## src/rtl/axi_err_slave_param.sv

```systemverilog
// AXI default slave: completes every AW/W and AR burst with a fixed error response,
// with saturating error counters and last-error address capture for debug readout.
module axi_err_slave_param #(
  parameter int          DATA_W = 128,
  parameter int          ID_W   = 8,
  parameter int          ADDR_W = 40,
  parameter int          LEN_W  = 8,
  parameter logic [1:0]  RESP   = 2'b10,
  parameter int          RD_LAT = 1,
  parameter int          CNT_W  = 16
) (
  input  logic                pll_core_cpuclk,
  input  logic                pad_cpu_rst,
  input  logic                awvalid_s1,
  output logic                awready_s1,
  input  logic [ID_W-1:0]     awid_s1,
  input  logic [ADDR_W-1:0]   awaddr_s1,
  input  logic [LEN_W-1:0]    awlen_s1,
  input  logic                wvalid_s1,
  output logic                wready_s1,
  input  logic                wlast_s1,
  input  logic [DATA_W-1:0]   wdata_s1,
  input  logic [DATA_W/8-1:0] wstrb_s1,
  output logic                bvalid_s1,
  input  logic                bready_s1,
  output logic [ID_W-1:0]     bid_s1,
  output logic [1:0]          bresp_s1,
  input  logic                arvalid_s1,
  output logic                arready_s1,
  input  logic [ID_W-1:0]     arid_s1,
  input  logic [ADDR_W-1:0]   araddr_s1,
  input  logic [LEN_W-1:0]    arlen_s1,
  output logic                rvalid_s1,
  input  logic                rready_s1,
  output logic [ID_W-1:0]     rid_s1,
  output logic [DATA_W-1:0]   rdata_s1,
  output logic [1:0]          rresp_s1,
  output logic                rlast_s1,
  input  logic                err_clr,
  output logic [CNT_W-1:0]    err_rd_cnt,
  output logic [CNT_W-1:0]    err_wr_cnt,
  output logic [ADDR_W-1:0]   err_addr,
  output logic                wlast_err
);

  typedef enum logic [1:0] {W_IDLE = 2'd0, W_DATA = 2'd1, W_RESP = 2'd2} w_st_t;
  typedef enum logic [1:0] {R_IDLE = 2'd0, R_WAIT = 2'd1, R_DATA = 2'd2} r_st_t;

  localparam logic [3:0]       LAT_LAST = (RD_LAT > 0) ? 4'(RD_LAT - 1) : 4'd0;
  localparam logic [CNT_W-1:0] CNT_MAX  = {CNT_W{1'b1}};
  localparam logic [CNT_W-1:0] CNT_ONE  = {{(CNT_W-1){1'b0}}, 1'b1};

  w_st_t             w_st_q, w_st_d;
  r_st_t             r_st_q, r_st_d;
  logic [ID_W-1:0]   awid_q, awid_d, arid_q, arid_d;
  logic [LEN_W-1:0]  awlen_q, awlen_d, arlen_q, arlen_d;
  logic [LEN_W-1:0]  wbeat_q, wbeat_d, rbeat_q, rbeat_d;
  logic [3:0]        lat_q, lat_d;
  logic [CNT_W-1:0]  rd_cnt_q, rd_cnt_d, wr_cnt_q, wr_cnt_d;
  logic [ADDR_W-1:0] err_addr_q, err_addr_d;
  logic              wlast_err_q, wlast_err_d;
  logic              aw_hs_s, ar_hs_s, wlast_mis_s;

  always_ff @(posedge pll_core_cpuclk or posedge pad_cpu_rst) begin
    if (pad_cpu_rst) begin
      w_st_q      <= W_IDLE;
      r_st_q      <= R_IDLE;
      awid_q      <= {ID_W{1'b0}};
      arid_q      <= {ID_W{1'b0}};
      awlen_q     <= {LEN_W{1'b0}};
      arlen_q     <= {LEN_W{1'b0}};
      wbeat_q     <= {LEN_W{1'b0}};
      rbeat_q     <= {LEN_W{1'b0}};
      lat_q       <= 4'd0;
      rd_cnt_q    <= {CNT_W{1'b0}};
      wr_cnt_q    <= {CNT_W{1'b0}};
      err_addr_q  <= {ADDR_W{1'b0}};
      wlast_err_q <= 1'b0;
    end else begin
      w_st_q      <= w_st_d;
      r_st_q      <= r_st_d;
      awid_q      <= awid_d;
      arid_q      <= arid_d;
      awlen_q     <= awlen_d;
      arlen_q     <= arlen_d;
      wbeat_q     <= wbeat_d;
      rbeat_q     <= rbeat_d;
      lat_q       <= lat_d;
      rd_cnt_q    <= rd_cnt_d;
      wr_cnt_q    <= wr_cnt_d;
      err_addr_q  <= err_addr_d;
      wlast_err_q <= wlast_err_d;
    end
  end

  // Write burst terminates on beat count alone; wlast is only checked for consistency.
  always_comb begin
    w_st_d  = w_st_q;
    awid_d  = awid_q;
    awlen_d = awlen_q;
    wbeat_d = wbeat_q;
    case (w_st_q)
      W_IDLE: begin
        if (awvalid_s1) begin
          awid_d  = awid_s1;
          awlen_d = awlen_s1;
          wbeat_d = {LEN_W{1'b0}};
          w_st_d  = W_DATA;
        end else begin
          w_st_d  = W_IDLE;
        end
      end
      W_DATA: begin
        if (wvalid_s1) begin
          wbeat_d = wbeat_q + {{(LEN_W-1){1'b0}}, 1'b1};
          if (wbeat_q == awlen_q) begin
            w_st_d = W_RESP;
          end else begin
            w_st_d = W_DATA;
          end
        end else begin
          w_st_d = W_DATA;
        end
      end
      W_RESP: begin
        if (bready_s1) begin
          w_st_d = W_IDLE;
        end else begin
          w_st_d = W_RESP;
        end
      end
      default: w_st_d = W_IDLE;
    endcase
  end

  always_comb begin
    r_st_d  = r_st_q;
    arid_d  = arid_q;
    arlen_d = arlen_q;
    rbeat_d = rbeat_q;
    lat_d   = lat_q;
    case (r_st_q)
      R_IDLE: begin
        if (arvalid_s1) begin
          arid_d  = arid_s1;
          arlen_d = arlen_s1;
          rbeat_d = {LEN_W{1'b0}};
          lat_d   = 4'd0;
          r_st_d  = (RD_LAT == 0) ? R_DATA : R_WAIT;
        end else begin
          r_st_d  = R_IDLE;
        end
      end
      R_WAIT: begin
        if (lat_q == LAT_LAST) begin
          r_st_d = R_DATA;
        end else begin
          lat_d  = lat_q + 4'd1;
        end
      end
      R_DATA: begin
        if (rready_s1) begin
          if (rbeat_q == arlen_q) begin
            r_st_d  = R_IDLE;
          end else begin
            rbeat_d = rbeat_q + {{(LEN_W-1){1'b0}}, 1'b1};
          end
        end else begin
          r_st_d = R_DATA;
        end
      end
      default: r_st_d = R_IDLE;
    endcase
  end

  // Debug state: a clear coinciding with a new event keeps the new event.
  always_comb begin
    aw_hs_s     = (w_st_q == W_IDLE) && awvalid_s1;
    ar_hs_s     = (r_st_q == R_IDLE) && arvalid_s1;
    wlast_mis_s = (w_st_q == W_DATA) && wvalid_s1 && (wlast_s1 != (wbeat_q == awlen_q));
    if (err_clr) begin
      wr_cnt_d = aw_hs_s ? CNT_ONE : {CNT_W{1'b0}};
      rd_cnt_d = ar_hs_s ? CNT_ONE : {CNT_W{1'b0}};
    end else begin
      wr_cnt_d = (aw_hs_s && (wr_cnt_q != CNT_MAX)) ? wr_cnt_q + CNT_ONE : wr_cnt_q;
      rd_cnt_d = (ar_hs_s && (rd_cnt_q != CNT_MAX)) ? rd_cnt_q + CNT_ONE : rd_cnt_q;
    end
    if (ar_hs_s) begin
      err_addr_d = araddr_s1;
    end else if (aw_hs_s) begin
      err_addr_d = awaddr_s1;
    end else if (err_clr) begin
      err_addr_d = {ADDR_W{1'b0}};
    end else begin
      err_addr_d = err_addr_q;
    end
    if (wlast_mis_s) begin
      wlast_err_d = 1'b1;
    end else if (err_clr) begin
      wlast_err_d = 1'b0;
    end else begin
      wlast_err_d = wlast_err_q;
    end
  end

  always_comb begin
    awready_s1 = (w_st_q == W_IDLE);
    wready_s1  = (w_st_q == W_DATA);
    bvalid_s1  = (w_st_q == W_RESP);
    bid_s1     = awid_q;
    bresp_s1   = RESP;
    arready_s1 = (r_st_q == R_IDLE);
    rvalid_s1  = (r_st_q == R_DATA);
    rid_s1     = arid_q;
    rdata_s1   = {DATA_W{1'b0}};
    rresp_s1   = RESP;
    rlast_s1   = (r_st_q == R_DATA) && (rbeat_q == arlen_q);
    err_rd_cnt = rd_cnt_q;
    err_wr_cnt = wr_cnt_q;
    err_addr   = err_addr_q;
    wlast_err  = wlast_err_q;
  end

endmodule

```

## config.mk

```make
export PLATFORM = sky130hd
export DESIGN_NAME = axi_err_slave_param
export DESIGN_NICKNAME = d
export VERILOG_FILES = /design/src/rtl/axi_err_slave_param.sv
export SDC_FILE = /design/constraint.sdc
export NUM_CORES = 1
export LEC_CHECK = 0
export BUFFER_PORTS_ARGS = -buffer_cell sky130_fd_sc_hd__buf_2
export CAP_MARGIN = 25
export CELL_PAD_IN_SITES_DETAIL_PLACEMENT = 1
export CELL_PAD_IN_SITES_GLOBAL_PLACEMENT = 1
export CORE_AREA = 2 2 191 193
export CTS_CLUSTER_DIAMETER = 150
export DETAILED_ROUTE_END_ITERATION = 10
export DIE_AREA = 0 0 193 195
export MAX_ROUTING_LAYER = met4
export PLACE_DENSITY_LB_ADDON = 0.1
export SLEW_MARGIN = 20
export SYNTH_ARGS = -nofsm -noshare
export SYNTH_HDL_FRONTEND = slang
export SYNTH_SLANG_ARGS = --single-unit
```

## constraint.sdc

```tcl
create_clock -name pll_core_cpuclk -period 5.65 [get_ports pll_core_cpuclk]
set_clock_uncertainty 0.1 [all_clocks]
set_input_delay 0.565 -clock pll_core_cpuclk [delete_from_list [all_inputs] [get_ports pll_core_cpuclk]]
set_output_delay 0.565 -clock pll_core_cpuclk [all_outputs]
set_load 0.05 [all_outputs]
```

==> results.md <==
- Status: complete, no violations
- Synthesis-stage register bit count: 129
- Top-area cell type share of the netlist area: 44.9%
- Critical Path AT: between 2 and 3 ns
- Area grow syn2layout: 24.1%
- Clk_lat worst skew: 0.43 ns
- Cell count after synthesis: around 820
- Rel. slew slack: a little under two fifths
- Critical Path Source Type: register
- DR DRC count: 0
- Final cell count without fillers: 1499
- Die Y: approximately 200 um
- Initial DRC Count: 173
- Average size of a mapped cell: around 8.8 um2
- Setup crit end kind: register
- Worst-path cell with the longest stage delay: nor3b_2
- Hold Fails Final Rpt: 0
- Row cnt: 69
- Most used cell, CP: buf_4
- Flop2flop setup slack: between 3 and 4 ns
- Commonest non-fill, non-tap cells in the layout: buf_2, nand2_1, conb_1
- Via density: 3.92
- Full die area: 37600 um2
- WL/cell: approximately 15 um
- Total routed wirelength: 22800 um
- Synth Warn #: 0
- GPL Wtd Cong: 0.692
- Vias in the first global route: approximately 6200
- Fin nets: approximately 1300
- First-pass GRT wire length: 35700 um
- CTS tree: done
- Max Cap Violations: 0
- Final TNS setup: 0 ns
- Largest cells by area after synthesis: dfrtp_1, buf_4, nand2_1
- Netlist cell types: 42
- Slew at the pin with the worst max-slew slack: around 0.94 ns
- Routed Antenna Nets: 0
- CP Cell Sequence: nor3b_2 > buf_4 > buf_4 > nand2_1 > o21ai_0
- Initial antenna violation count: 5
- Total CTS buffers: 17
- Worst setup margin: 3.11 ns
- Main synth FF type: dfrtp_1
- Post-CTS setup buffer count: 0
- Cell family with most CP delay: buffers and inverters
- Final instance area: ~9000 um2
- Pleak: 4.34 nW
- RR Startpoint: r_st_q[1]
- Drt pass-1 iters: 4
- CP Max Fanout: 50
- Port bufs: roughly 220
- Total gr overflow: 0
- Max Slew Vio Count: 0
- H-tree lvl count: 4
- Placed Area: 8270 um2
- Seq/Total Area, Yosys: approximately 45%
- Cells after DPL: between 1000 and 1500
- Fmax: a little under 400 MHz
- Worst vdd ir: approximately 0.23 mV
- Hpwl dp: 16100 um
- WHS: ~0.17 ns
- Post-CTS sizing: 0
- Hold buffers post-CTS: 0
- Hold crit path type: in2async
- Fin crit share: 44.9%
- R2R depth: 5
- RSZ-0062 raised after global routing: false
- # setup viols final: 0
- Number of enable flip-flop cells after synthesis: 0
- Pin count of the biggest net entering global routing: 82
- Power per cell area: 497 nW/um2
- Async SR Flop Fraction: 100%
- Clock transition at path regs: ~0.070 ns
- Data required, critical path: around 6 ns
- Core Region: 35400 um2
- Die X: 193 um
- Yosys top cell by area: dfrtp_1
- Commonest non-fill, non-tap cell in the layout: buf_2
- Post-Syn Area: 7190 um2
- Share of layout cells above drive strength 1: 25.5%
- Reg-to-Reg End: err_addr[0]
- Critical path type: reg2reg
- Placement Setup Slack: 2.81 ns
- Via count: slightly below 6000
- GRT Total Usage: between 10 and 15%
- CTS root buf: clkbuf_16
- Clock Path Buffers: 2
- Fin crit period: 2.54 ns
- IO Pins: 492
- Starting Density: 20.3%
- Max stage delay on crit path: roughly 0.53 ns
- CTS Sinks: 129
- CP bufs+invs: 2
==> worst register-to-register path, delay by kind of cell, from the launching register on <==
family,cells,cell delay [ns]
buffers and inverters,2,1.04
AOI/OAI and AO/OA,1,0.13
DFF,1,0.41
and+or+nand+nor,2,0.76
==> sequential cells by signal (all words and copies together), names as in the netlist, 4 cells and up <==
register / count
wbeat_q: 8
err_wr_cnt: 16
bid_s1: 8
err_addr: 40
rbeat_q: 8
rid_s1: 8
awlen_q: 8
err_rd_cnt: 16
arlen_q: 8
lat_q: 4
==> how the worst max path moves through the flow <==
stage / endpoint / cells after the start / slack (ns) / startpoint
2_1_floorplan: arlen_q[0] / 1 / 1.54 / pad_cpu_rst
3_3_place_gp: err_addr[0] / 6 / 2.79 / arvalid_s1
3_5_place_dp: err_addr[0] / 6 / 2.81 / arvalid_s1
4_1_cts: err_addr[0] / 5 / 3.04 / r_st_q[1]
5_1_grt: err_addr[0] / 5 / 2.79 / r_st_q[1]
6_report: err_addr[0] / 5 / 3.11 / r_st_q[1]
==> synth_stat cells, types with 3 or more instances <==
cell      count
xor2_1       10
ha_1          6
o31ai_1       6
o21ai_0      48
xnor2_1      37
nor3_1       16
inv_1        11
nor2b_1       5
nand4_1      16
nor4_1        5
and3_1        4
o211ai_1      5
mux2i_1       4
buf_1         6
buf_4       132
a21oi_1      47
dfrtp_1     129
nand3_1      19
and4_1        3
nand2_1     161
nor3b_1      46
or3_1         4
clkbuf_1     33
nor2_1       42
==> report_power, final <==
group / total, mW / switching, mW / internal, mW
Sequential: 1.37 / 0.179 / 1.19
Clock: 1.21 / 0.458 / 0.749
Combinational: 1.85 / 1.42 / 0.434
Total: 4.43 / 2.06 / 2.37
==> area by class of cell <==
type,count,area [um2]
Sequential cell,129,3230
Antenna cell,5,12.5
Inverter,11,46.3
Clock inverter,14,188
Fill cell,4294,26500
Multi-Input combinational cell,636,3280
Timing Repair Buffer,225,1150
Clock buffer,18,439
Tap cell,461,577
==> per-layer routing <==
metal / vias up / share of wire [%] / GRT usage [%]
met2: 181 / 48 / 20.1
li1: 2875 / - / -
met1: 2815 / 44 / 15.4
met3: 10 / 6.6 / 4.37
met5: - / 0 / -
met4: 0 / 0.81 / 3.40
==> stage by stage <==
stage | power (mW) | utilization [%]
2_1_floorplan | 2.85 | -
3_3_place_gp | 3.27 | 23.4
3_5_place_dp | 3.28 | 23.4
4_1_cts | 4.53 | 25.1
5_1_grt | 4.74 | 25.2
6_report | 4.43 | 25.2
==> cell families after synthesis <==
logic type | count (synthesis) | synth area share [%]
fa+ha+maj | 6 | 1.04
buf+inv | 182 | 16.4
mux | 4 | 0.557
xor+xnor | 47 | 5.73
flops | 129 | 44.9
compound gates | 119 | 9.16
simple gates | 328 | 22.1
other cells | 2 | 0.104
Note: power is estimated with default switching activity, not from simulation.
